--- src/rtl/packet_input_arbiter_if.sv ---
// Bundle of per-source packet inputs, their ready back-pressure, and the single
// merged output stream that feeds payload_aligner.
interface packet_input_arbiter_if #(
  parameter int NUM_SRC = 4,
  parameter int DATA_W  = 64,
  parameter int BE_W    = 8
);
  localparam int GW = $clog2(NUM_SRC);

  logic [NUM_SRC-1:0]        iValid;
  logic [NUM_SRC*DATA_W-1:0] iPacket;
  logic [NUM_SRC-1:0]        iSop;
  logic [NUM_SRC-1:0]        iEop;
  logic [NUM_SRC*BE_W-1:0]   iByte_enable;
  logic [NUM_SRC-1:0]        oReady;

  logic                      oValid;
  logic [DATA_W-1:0]         oPacket;
  logic                      oSop;
  logic                      oEop;
  logic [BE_W-1:0]           oByte_enable;
  logic [GW-1:0]             oGrant_id;
  logic                      oAbort;

  // The arbiter side: consumes source beats, drives ready and the merged stream.
  modport master (
    input  iValid, iPacket, iSop, iEop, iByte_enable,
    output oReady, oValid, oPacket, oSop, oEop, oByte_enable, oGrant_id, oAbort
  );

  // The environment side: sources plus the downstream aligner.
  modport slave (
    output iValid, iPacket, iSop, iEop, iByte_enable,
    input  oReady, oValid, oPacket, oSop, oEop, oByte_enable, oGrant_id, oAbort
  );
endinterface

--- src/rtl/packet_input_arbiter.sv ---
// Packet-granular round-robin arbiter: a granted source keeps the stream from sop
// to eop; a stalled packet is force-closed with an abort beat after TIMEOUT idle cycles.
module packet_input_arbiter #(
  parameter int NUM_SRC = 4,
  parameter int DATA_W  = 64,
  parameter int BE_W    = 8,
  parameter int TIMEOUT = 16
) (
  input  logic iClk,
  input  logic iReset,
  packet_input_arbiter_if.master bus
);
  localparam int GW = $clog2(NUM_SRC);

  typedef enum logic {IDLE, LOCKED} state_t;

  state_t            state, state_nxt;
  logic [GW-1:0]     grant, grant_nxt;
  logic [GW-1:0]     rr_ptr, rr_nxt;
  logic [7:0]        idle_cnt, idle_cnt_nxt;
  logic              out_valid, out_valid_nxt;
  logic              out_sop, out_sop_nxt;
  logic              out_eop, out_eop_nxt;
  logic              out_abort, out_abort_nxt;
  logic [DATA_W-1:0] out_data, out_data_nxt;
  logic [BE_W-1:0]   out_be, out_be_nxt;
  logic [NUM_SRC-1:0] ready;
  logic [NUM_SRC-1:0] cand;
  logic              found;
  logic [GW-1:0]     winner;
  logic [GW-1:0]     after_grant;

  assign cand        = bus.iValid & bus.iSop;
  assign after_grant = (grant == GW'(NUM_SRC - 1)) ? '0 : grant + 1'b1;

  always_ff @(posedge iClk) begin
    if (!iReset) begin
      state     <= IDLE;
      grant     <= '0;
      rr_ptr    <= '0;
      idle_cnt  <= '0;
      out_valid <= 1'b0;
      out_sop   <= 1'b0;
      out_eop   <= 1'b0;
      out_abort <= 1'b0;
      out_data  <= '0;
      out_be    <= '0;
    end else begin
      state     <= state_nxt;
      grant     <= grant_nxt;
      rr_ptr    <= rr_nxt;
      idle_cnt  <= idle_cnt_nxt;
      out_valid <= out_valid_nxt;
      out_sop   <= out_sop_nxt;
      out_eop   <= out_eop_nxt;
      out_abort <= out_abort_nxt;
      out_data  <= out_data_nxt;
      out_be    <= out_be_nxt;
    end
  end

  always_comb begin
    state_nxt     = state;
    grant_nxt     = grant;
    rr_nxt        = rr_ptr;
    idle_cnt_nxt  = idle_cnt;
    out_valid_nxt = 1'b0;
    out_sop_nxt   = 1'b0;
    out_eop_nxt   = 1'b0;
    out_abort_nxt = 1'b0;
    out_data_nxt  = out_data;
    out_be_nxt    = out_be;
    ready         = '0;
    found         = 1'b0;
    winner        = rr_ptr;

    // First sop-bearing source at or after the round-robin pointer wins.
    for (int i = 0; i < NUM_SRC; i++) begin
      if (!found && cand[GW'((int'(rr_ptr) + i) % NUM_SRC)]) begin
        found  = 1'b1;
        winner = GW'((int'(rr_ptr) + i) % NUM_SRC);
      end
    end

    case (state)
      IDLE: begin
        if (found) begin
          grant_nxt    = winner;
          state_nxt    = LOCKED;
          idle_cnt_nxt = '0;
        end
      end
      LOCKED: begin
        ready[grant] = 1'b1;
        if (bus.iValid[grant]) begin
          out_valid_nxt = 1'b1;
          out_sop_nxt   = bus.iSop[grant];
          out_eop_nxt   = bus.iEop[grant];
          out_data_nxt  = bus.iPacket[grant*DATA_W +: DATA_W];
          out_be_nxt    = bus.iByte_enable[grant*BE_W +: BE_W];
          idle_cnt_nxt  = '0;
          if (bus.iEop[grant]) begin
            state_nxt = IDLE;
            rr_nxt    = after_grant;
          end
        end else if (idle_cnt + 8'd1 == 8'(TIMEOUT)) begin
          // Close the stalled packet with an empty eop beat so the aligner resynchronises.
          out_valid_nxt = 1'b1;
          out_eop_nxt   = 1'b1;
          out_abort_nxt = 1'b1;
          out_data_nxt  = '0;
          out_be_nxt    = '0;
          idle_cnt_nxt  = '0;
          state_nxt     = IDLE;
          rr_nxt        = after_grant;
        end else begin
          idle_cnt_nxt = idle_cnt + 8'd1;
        end
      end
      default: state_nxt = IDLE;
    endcase
  end

  assign bus.oReady       = ready;
  assign bus.oValid       = out_valid;
  assign bus.oPacket      = out_data;
  assign bus.oSop         = out_sop;
  assign bus.oEop         = out_eop;
  assign bus.oByte_enable = out_be;
  assign bus.oGrant_id    = grant;
  assign bus.oAbort       = out_abort;
endmodule

--- src/flat_wrapper.sv ---
// flat-port wrapper written by rule: the top's interface ports become plain ports
module packet_input_arbiter_flat 
#(
  parameter int NUM_SRC = 4,
  parameter int DATA_W  = 64,
  parameter int BE_W    = 8,
  parameter int TIMEOUT = 16
)
  (iClk, iReset, bus_iValid, bus_iPacket, bus_iSop, bus_iEop, bus_iByte_enable, bus_oReady, bus_oValid, bus_oPacket, bus_oSop, bus_oEop, bus_oByte_enable, bus_oGrant_id, bus_oAbort);
  packet_input_arbiter_if #(.NUM_SRC(NUM_SRC), .DATA_W(DATA_W), .BE_W(BE_W)) bus_i ();
  input  logic iClk;
  input  logic iReset;
  input wire logic [$bits(bus_i.iValid)-1:0] bus_iValid;
  input wire logic [$bits(bus_i.iPacket)-1:0] bus_iPacket;
  input wire logic [$bits(bus_i.iSop)-1:0] bus_iSop;
  input wire logic [$bits(bus_i.iEop)-1:0] bus_iEop;
  input wire logic [$bits(bus_i.iByte_enable)-1:0] bus_iByte_enable;
  output wire logic [$bits(bus_i.oReady)-1:0] bus_oReady;
  output wire logic [$bits(bus_i.oValid)-1:0] bus_oValid;
  output wire logic [$bits(bus_i.oPacket)-1:0] bus_oPacket;
  output wire logic [$bits(bus_i.oSop)-1:0] bus_oSop;
  output wire logic [$bits(bus_i.oEop)-1:0] bus_oEop;
  output wire logic [$bits(bus_i.oByte_enable)-1:0] bus_oByte_enable;
  output wire logic [$bits(bus_i.oGrant_id)-1:0] bus_oGrant_id;
  output wire logic [$bits(bus_i.oAbort)-1:0] bus_oAbort;
  assign bus_i.iValid = bus_iValid;
  assign bus_i.iPacket = bus_iPacket;
  assign bus_i.iSop = bus_iSop;
  assign bus_i.iEop = bus_iEop;
  assign bus_i.iByte_enable = bus_iByte_enable;
  assign bus_oReady = bus_i.oReady;
  assign bus_oValid = bus_i.oValid;
  assign bus_oPacket = bus_i.oPacket;
  assign bus_oSop = bus_i.oSop;
  assign bus_oEop = bus_i.oEop;
  assign bus_oByte_enable = bus_i.oByte_enable;
  assign bus_oGrant_id = bus_i.oGrant_id;
  assign bus_oAbort = bus_i.oAbort;
  packet_input_arbiter #(.NUM_SRC(NUM_SRC), .DATA_W(DATA_W), .BE_W(BE_W), .TIMEOUT(TIMEOUT)) u_core (.iClk(iClk), .iReset(iReset), .bus(bus_i));
endmodule
--- config.mk ---
export PLATFORM = sky130hd
export DESIGN_NAME = packet_input_arbiter_flat
export DESIGN_NICKNAME = d
export VERILOG_FILES = /design/src/rtl/packet_input_arbiter_if.sv /design/src/rtl/packet_input_arbiter.sv /design/src/flat_wrapper.sv
export SDC_FILE = /design/constraint.sdc
export NUM_CORES = 1
export LEC_CHECK = 0
export ABC_CLOCK_PERIOD_IN_PS = 3490
export CORE_AREA = 2 2 151 153
export DETAILED_ROUTE_END_ITERATION = 7
export DIE_AREA = 0 0 153 155
export PLACE_DENSITY_LB_ADDON = 0.3
export SYNTH_ARGS = -nofsm -noshare
export SYNTH_HDL_FRONTEND = slang
export SYNTH_SLANG_ARGS = --single-unit
export TNS_END_PERCENT = 20
--- constraint.sdc ---
create_clock -name iClk -period 3.49 [get_ports iClk]
set_input_delay 0.8725 -clock iClk [delete_from_list [all_inputs] [get_ports iClk]]
set_output_delay 0.8725 -clock iClk [all_outputs]
set_load 0.005 [all_outputs]
== Word level (Yosys, flattened, before mapping) ==
Cells that the tools add are included.

* Flip-flop bits (word level): 89
* Input bits: 302
* Output and inout port bits: 82
* Word-level logic and storage cells: 92

* $add $sub $neg: 5
* $lt $le $gt $ge: 6
* Eq/ne operators: 4
* Shifts and indexed selects: 2
* Mux-type cells: 48
* Bitwise gates (word level): 3
* Reduce and logical (&&, ||, !) cells: 14

{| class="wikitable"
|+ Operator list
! operator !! number
|-
| indexed part select 256 x 9 -> 64 bit || 1
|-
| 2-to-1 mux 64 bit || 2
|-
| 2-to-1 mux 8 bit || 5
|-
| indexed part select 32 x 6 -> 8 bit || 1
|-
| 2-to-1 mux 1 bit || 23
|-
| less-than comparator 2 x 4 -> 1 bit, second input constant || 4
|-
| case mux 8 bit (2 select lines) || 1
|-
| binary-select mux 1 bit (select 2 bit) || 7
|-
| 2-to-1 mux 2 bit || 7
|-
| adder 8 x 1 -> 8 bit, second input constant || 1
|-
| equality test 8 x 5 -> 1 bit, second input constant || 1
|-
| AND reduction 2 bit || 3
|-
| AND reduction 3 bit || 2
|-
| adder 2 x 1 -> 2 bit, second input constant || 2
|-
| adder 2 bit, second input constant || 2
|-
| AND 4 bit || 1
|-
| logical AND 1 bit || 4
|-
| 2-to-1 mux 4 bit || 1
|-
| zero test 1 bit || 3
|-
| less-than comparator 2 x 3 -> 1 bit, second input constant || 1
|-
| OR reduction 3 bit || 1
|-
| demux 1 bit (select 2 bit) || 1
|-
| equality test 2 bit, second input constant || 1
|-
| >= comparator 2 x 1 -> 1 bit, second input constant || 1
|-
| 5 further kinds || 6
|}

== Logic depth before layout (Yosys ltp) ==
Gate-level depths: netlist of run 1.

* Word-level depth: 16
* Depth in mapped cells: 9
* Depth with buffers taken out: 6

== Least setup slack after synthesis of run 1 ==
OpenSTA, ideal clock, no wires.

* Path type: reg-to-output
* Start: register u_core.grant[0], in the netlist u_core.bus.oGrant_id[0]
* End: output bus_oReady[0]
* Data arrival time: 1.730 ns
* Required time: 2.618 ns
* Path slack: 0.888 ns
* Cell stages (with the launch flop): 7
* Path buffers: 3
* Path through: dfxtp_1 -> buf_2 -> buf_1 -> buf_2 -> inv_1 -> ha_1 -> and2_1

* Cells in the longest elaborated chain, start to end: 5
* Elaborated cells on any way between the ends: 6
* Classes of those cells: order compare (2); mux (3); reduce/logical (1)

{| class="wikitable"
|+ Ends and longest elaborated chain
! what !! RTL line !! source
|-
| start, declared || packet_input_arbiter.sv:18 || <nowiki>logic [GW-1:0] grant, grant_nxt;</nowiki>
|-
| start signal, assigned || packet_input_arbiter.sv:50 || <nowiki>grant <= grant_nxt;</nowiki>
|-
| less-than comparator 2 x 3 -> 1 bit (not written as such) or >= comparator 2 x 1 -> 1 bit (tied branches) || packet_input_arbiter.sv:94 || <nowiki>ready[grant] = 1'b1;</nowiki>
|-
| logical AND 1 bit (not written as such) || packet_input_arbiter.sv:94 ||
|-
| 2-to-1 mux 1 bit (not written as such) || packet_input_arbiter.sv:94 ||
|-
| demux 1 bit (select 2 bit) (*) || n/a ||
|-
| 2-to-1 mux 4 bit (*) || packet_input_arbiter.sv:85 || <nowiki>case (state)</nowiki>
|-
| end, declared || flat_wrapper.sv:18 || <nowiki>output wire logic [$bits(bus_i.oReady)-1:0] bus_oReady;</nowiki>
|}

Mark *: on every way between the ends. The rest lies on a longest branch, timed or not.

== Final worst setup path of run 1 ==
* Start: register u_core.grant[1], in the netlist u_core.bus.oGrant_id[1]
* End: output bus_oGrant_id[1]

{| class="wikitable"
|+ RTL lines
! what !! RTL line !! source
|-
| end, declared || flat_wrapper.sv:24 || <nowiki>output wire logic [$bits(bus_i.oGrant_id)-1:0] bus_oGrant_id;</nowiki>
|}

No word-level cell between the ends.

==> results of run 1 <==
[registers in the layout (all words and copies together), names as in the netlist]
signal and flops:
u_core.bus.oByte_enable 8, u_core.bus.oAbort 1, u_core.bus.oGrant_id 2, u_core.bus.oEop 1, u_core.state 1, u_core.bus.oPacket 64
u_core.idle_cnt 8, u_core.bus.oSop 1, u_core.rr_ptr 2, u_core.bus.oValid 1
[power groups by stage]
stage	Combinational, W	Clock, W	Sequential, W
2_1_floorplan	0.000498	0	0.00116
3_3_place_gp	0.00110	0	0.00116
3_5_place_dp	0.00110	0	0.00116
4_1_cts	0.00110	0.000949	0.00114
5_1_grt	0.00117	0.000984	0.00115
6_report	0.00109	0.000902	0.00114
[worst max-delay path by stage]
| stage | endpoint | startpoint | depth (start not counted) | slack (ps) |
|---|---|---|---|---|
| floorplan | bus_oReady[0] | u_core.bus.oGrant_id[0] | 6 | 890 |
| global placement | u_core.bus.oPacket[60] | bus_iValid[1] | 7 | 630 |
| detailed placement | u_core.bus.oPacket[60] | bus_iValid[3] | 7 | 580 |
| CTS | bus_oGrant_id[1] | u_core.bus.oGrant_id[1] | 2 | 790 |
| global route | u_core.bus.oPacket[60] | u_core.idle_cnt[0] | 7 | 690 |
| finish | bus_oGrant_id[1] | u_core.bus.oGrant_id[1] | 2 | 820 |
[layer usage]
layer,vias up,part of all wire [%],wire length [µm],GRT usage (%)
met5,-,0,0,0
li1,2667,-,-,-
met2,240,49,9940,28.5
met1,2634,42,8490,21.4
met4,0,1.7,344,5.47
met3,22,7.9,1600,3.62
[cell usage after synthesis (2+ instances only)]
| master | number |
|---|---|
| a21boi_0 | 7 |
| a21oi_1 | 18 |
| a21oi_2 | 60 |
| a22oi_1 | 2 |
| a31oi_1 | 4 |
| a32o_1 | 2 |
| and2_1 | 7 |
| buf_1 | 3 |
| buf_2 | 7 |
| buf_6 | 2 |
| buf_8 | 6 |
| clkbuf_1 | 28 |
| dfxtp_1 | 89 |
| ha_1 | 6 |
| inv_1 | 5 |
| mux2i_1 | 4 |
| mux4_2 | 74 |
| nand2_1 | 154 |
| nand2b_1 | 2 |
| nand3_1 | 5 |
| nand3b_1 | 3 |
| nand4b_1 | 3 |
| nor2_1 | 6 |
| nor2b_1 | 2 |
| nor3_1 | 3 |
| nor3b_1 | 2 |
| o2111ai_1 | 2 |
| o21ai_0 | 11 |
[cell families (layout without fill, tap and decap cells)]
family / count (synthesis) / count (layout) / share of synthesized area, %
flops: 89 / 89 / 31.9
fa+ha+maj: 6 / 6 / 1.35
compound gates: 111 / 111 / 15.3
buf+inv: 51 / 416 / 5.07
simple gates: 194 / 194 / 14.9
xor+xnor: 3 / 3 / 0.606
mux: 79 / 79 / 30.8
[per-stage QoR]
stage                     total power [W]  cell area, µm²  hold slack (ps)  std cells  util [%]
final                             0.00313            9890              452       1183      44.5
after global routing              0.00331            9890              473       1183      44.5
after CTS                         0.00319            9890              457       1183      44.5
after detailed placement          0.00226            9620              448       1167      43.3
after global placement            0.00226            9620              442       1167      43.3
after floorplan                   0.00166            5580              450        533         -
[worst max-delay path, cell delays in order (launching register included)]
cell	delay (ps)
dfxtp_4	380
buf_4	450
clkdlybuf4s50_1	610
[final cells by class]
type,instances,area share (%)
inverter,5,0.190
sequential,89,18.1
timing repair buffer,395,39.8
multi-input combinational,393,35.6
tap,285,3.61
clock inverter,2,0.152
clock buffer,14,2.57
==> impl_metrics.toml, run 1 <==
[outcome]
outcome = "complete, no violations"

[finish]
layout_commonest_cell = "clkdlybuf4s50_1"
fillers = 2149
most-common-layout-cells = "clkdlybuf4s50_1 (383), nand2_1 (153), dfxtp_1 (87)"
antennaDiodeCount = 0
regArea_mm2 = 0.00179
multiInputGateArea_mm2 = 0.00352
nNetsFinal = 1201
area_growth_pct = 77.3
drive_gt1_share_pct = 18.8

[logic_synthesis]
synth_cell_types = 44
synth_top_area_cell = "dfxtp_1"
synth_area_mm2 = 0.00558
ys_seq_area_share_pct = 31.9
avgSynthCellArea_um2 = 10.5
ys_ff_latch = 89
ys_async_sr_fraction_pct = 0
netlist_top_cells_area = "dfxtp_1 (32%), mux4_2 (30%), nand2_1 (10%)"
netlist_instances = 533
ys.flop_type = "dfxtp_1"
synth_top_cell_area_share_pct = 31.9
synth_fp_nets = 841
synth_enable_flop_cells = 0
ys_warn_count = 0

[sta]
slew_violations = 0
max_freq_ghz = 0.375
finalSetupViolations = 0
grt_setup_unrepaired = "false"
clock_skew_ps = 8.56
period_needed_ps = 2670
worst_slack_ps = 823
totalNegativeSetupSlack_ps = 0
tightest_slew_ps = 721
fin_crit_sh_pct = 76.4
finalHoldViolCount = 0
slew_headroom_pct = 51.9

[global_route]
grtUsageTotal_pct = 16.8
grt_max_degree = 41
grt_pass1_wl_um = 31400
grt_pass1_vias = 5676
grt_antenna_before_repair = 0
overflow = 0

[pwr]
seqPwrFrac_pct = 36.4
power.leakage_nw = 3.25
p_per_area_mw_per_mm2 = 316
vdd_drop_max_uv = 158
internal_power_w = 0.00228
p_sw_w = 0.000850
p_clk_share_pct = 28.9
switching_share_pct = 27.2
p_comb_share_pct = 34.7

[place]
io_buffer_count = 383
dp_hpwl_um = 16400
dp_slack_ps = 585
gp_congestion = 0.818

[worst_setup_path]
critPathLaunchType = "flop"
r2r.worst_path.cells = 7
path_class = "reg -> out"
r2r_end = "u_core.bus.oPacket[60]"
regToRegStartpoint = "u_core.idle_cnt[0]"
arrival_ps = 1790
critPathRequiredTime_ps = 2620
endpoint_kind = "primary output"
path_max_fanout = 39
regToRegSetupSlack_ps = 880

[drt]
dr.pass1.iters = 4
wire_per_inst_um = 17.2
vias = 5563
drc = 0
wirelength_um = 20400
drtIter0Drc = 306
detail-route-antenna-nets = 0
via_per_inst = 4.70

[cts]
clk_latency_ps = 340
cts_tree = "done"
cts-root-buf = "clkbuf_16"
clk_pin_slew_ps = 60
cts_resized = 0
cts.path.max_buffers = 2
cts.sinks = 89
hold_buffers = 0
post-cts-setup-buffer-count = 0
cts_made_buffers = 9
h-tree-depth = 3

[floorplanning]
rows = 55
start_util_pct = 25.1
dieWidth_um = 153
die_h_um = 155
core_area_mm2 = 0.0222
io_pins = 384
dieArea_mm2 = 0.0237

[worst_hold_path]
hold_depth = 2
hold_path_class = "reg -> reg"
hold_path_end = "u_core.bus.oPacket[28]"
min_from = "u_core.bus.oPacket[28]"

[run]
drv_cap = 0
Power figures use the tool's default switching activity.
==> inputs of run 2 (changes only) <==
--- a/config.mk
+++ b/config.mk
@@ -5,10 +5,10 @@
 export SDC_FILE = /design/constraint.sdc
 export NUM_CORES = 1
 export LEC_CHECK = 0
-export ABC_CLOCK_PERIOD_IN_PS = 3490
-export CORE_AREA = 2 2 151 153
+export ABC_CLOCK_PERIOD_IN_PS = 2300
+export CORE_AREA = 2 2 150 152
 export DETAILED_ROUTE_END_ITERATION = 7
-export DIE_AREA = 0 0 153 155
+export DIE_AREA = 0 0 152 154
 export PLACE_DENSITY_LB_ADDON = 0.3
 export SYNTH_ARGS = -nofsm -noshare
 export SYNTH_HDL_FRONTEND = slang
==> constraint.sdc (replaced) <==
create_clock -name iClk -period 2.3 [get_ports iClk]
set_input_delay 0.575 -clock iClk [delete_from_list [all_inputs] [get_ports iClk]]
set_output_delay 0.575 -clock iClk [all_outputs]
set_load 0.005 [all_outputs]
==> run 2 against run 1 <==
Effect of this change: die area is 1.3% lower; global-route usage grew 0.87 points; power is 59% higher; clock power up 67%; flip-flop and latch count is the same; critical path type unchanged; critical endpoint is now bus_oReady[1]; largest cell class unchanged.
==> impl_metrics.toml, run 2 (synthesis results as in run 1) <==
[outcome]
outcome = "complete, no violations"

[global_route]
grtUsageTotal_pct = 17.7
grt_pass1_wl_um = 32700
grt_pass1_vias = 5871
overflow = 0
grt_antenna_before_repair = 3
grt_max_degree = 52

[worst_setup_path]
startpoint = "u_core.bus.oGrant_id[1]"
critPathLaunchType = "flop"
regToRegStartpoint = "u_core.idle_cnt[1]"
arrival_ps = 1670
critPathRequiredTime_ps = 1730
path_class = "reg -> out"
endpoint_kind = "primary output"
critPathMaxStageDelay_ps = 510
cp_slowest_cell = "clkdlybuf4s50_1"
path_max_fanout = 7
crit_chain = "inv_1 > ha_1 > and2_1 > clkdlybuf4s50_1"
cp_top_family = "buffers and inverters"
critPathBufInv = 2

[finish]
fillers = 2022
largest_reg_flops = 64
area_growth_pct = 83.6
drive_gt1_share_pct = 22.1
most-common-layout-cells = "clkdlybuf4s50_1 (383), nand2_1 (153), dfxtp_1 (85)"
fin_cells = 1207
nNetsFinal = 1229
design_area_mm2 = 0.0102
layout_commonest_cell = "clkdlybuf4s50_1"
postLayoutCoreUtil_pct = 47.2

[pwr]
vdd_drop_max_uv = 290
p_per_area_mw_per_mm2 = 485
p_comb_share_pct = 34.7
power.leakage_nw = 3.44
internal_power_w = 0.00365
seqPwrFrac_pct = 34.8
p_clk_share_pct = 30.5
p_sw_w = 0.00131
switching_share_pct = 26.4

[worst_hold_path]
hold_path_class = "reg -> reg"
min_from = "u_core.bus.oPacket[28]"

[sta]
max_freq_ghz = 0.446
finalHoldViolCount = 0
finalSetupViolations = 0
tightest_slew_ps = 523
period_needed_ps = 2240
clock_skew_ps = 7.63
slew_violations = 0
grt_setup_unrepaired = "true"
slew_headroom_pct = 65.1
fin_crit_sh_pct = 97.5

[cts]
cts.path.max_buffers = 2
cts-root-buf = "clkbuf_16"
hold_buffers = 0
cts.sinks = 89
h-tree-depth = 3
cts_made_buffers = 9
clk_pin_slew_ps = 70
cts_tree = "done"
clk_latency_ps = 340

[drt]
detail-route-antenna-nets = 0
drtIter0Drc = 195
wirelength_um = 21000
vias = 5615
via_per_inst = 4.65
drc = 0
dr.pass1.iters = 5
wire_per_inst_um = 17.4

[floorplanning]
core_area_mm2 = 0.0217
start_util_pct = 25.7
rows = 54
dieArea_mm2 = 0.0234
io_pins = 384
dieWidth_um = 152
die_h_um = 154

[place]
dp_cells = 1183
dp_hpwl_um = 17100
io_buffer_count = 383
gp_congestion = 0.826
dpl_cell_area_mm2 = 0.00986

[run]
drv_cap = 0
==> run 2: cell count changes in the layout (fill, tap and decap cells not counted), sizes merged <==
cell      change
buf          +27
clkinv        +2
clkbuf        -1
bufinv        +1
diode         +1
clkinvlp      -1
==> run 2: timing repair <==
item	4_1_cts	5_1_grt
cloned	0	0
pin swaps	0	2
buffers inserted	0	7
gates resized for setup	2	7
setup endpoints to repair	3	70
==> run 2: final timing paths <==
path,endpoint,depth (start not counted),slack [ps]
hold reg to reg,u_core.bus.oPacket[28],2,450
setup / recovery,bus_oReady[1],4,60
hold / removal,u_core.bus.oPacket[28],2,450
setup reg to reg,u_core.bus.oPacket[38],8,110
==> run 2: metrics by stage <==
stage	hold WS (ps)	setup WS [ps]	power, W	TNS [ps]
after floorplan	450	43.7	0.00251	0
after global routing	469	-35.1	0.00524	-79.7
after CTS	455	21.3	0.00505	0
after global placement	441	62.0	0.00348	0
after detailed placement	445	53.2	0.00349	0
final	452	57.0	0.00496	0
==> run 2: final cells by class <==
type / count / area (µm²) / area share (%)
Timing Repair Buffer: 423 / 4240 / 41.4
Inverter: 5 / 21.3 / 0.208
Clock inverter: 4 / 51.3 / 0.501
Tap cell: 280 / 350 / 3.42
Antenna cell: 1 / 2.50 / 0.0244
Multi-Input combinational cell: 393 / 3520 / 34.4
Sequential cell: 89 / 1790 / 17.5
Clock buffer: 12 / 256 / 2.51
==> run 2: tightest hold or removal path, stage by stage (launching register included) <==
cell	delay, ps
dfxtp_1	310
nand2_1	50
a21oi_1	50
==> run 2: metal layers <==
| layer | vias to the layer above | share of wire [%] | GRT usage [%] |
|---|---|---|---|
| met1 | 2628 | 39 | 20.1 |
| met2 | 224 | 51 | 31.5 |
| met4 | 4 | 1.9 | 4.81 |
| met5 | - | 0.10 | 0 |
| li1 | 2730 | - | - |
| met3 | 29 | 7.8 | 6.03 |
==> run 2: power groups by stage <==
stage / logic, W / clock network [W] / registers [W]
2_1_floorplan: 0.000756 / 0 / 0.00176
3_3_place_gp: 0.00173 / 0 / 0.00176
3_5_place_dp: 0.00173 / 0 / 0.00176
4_1_cts: 0.00174 / 0.00158 / 0.00173
5_1_grt: 0.00185 / 0.00165 / 0.00174
6_report: 0.00172 / 0.00151 / 0.00173
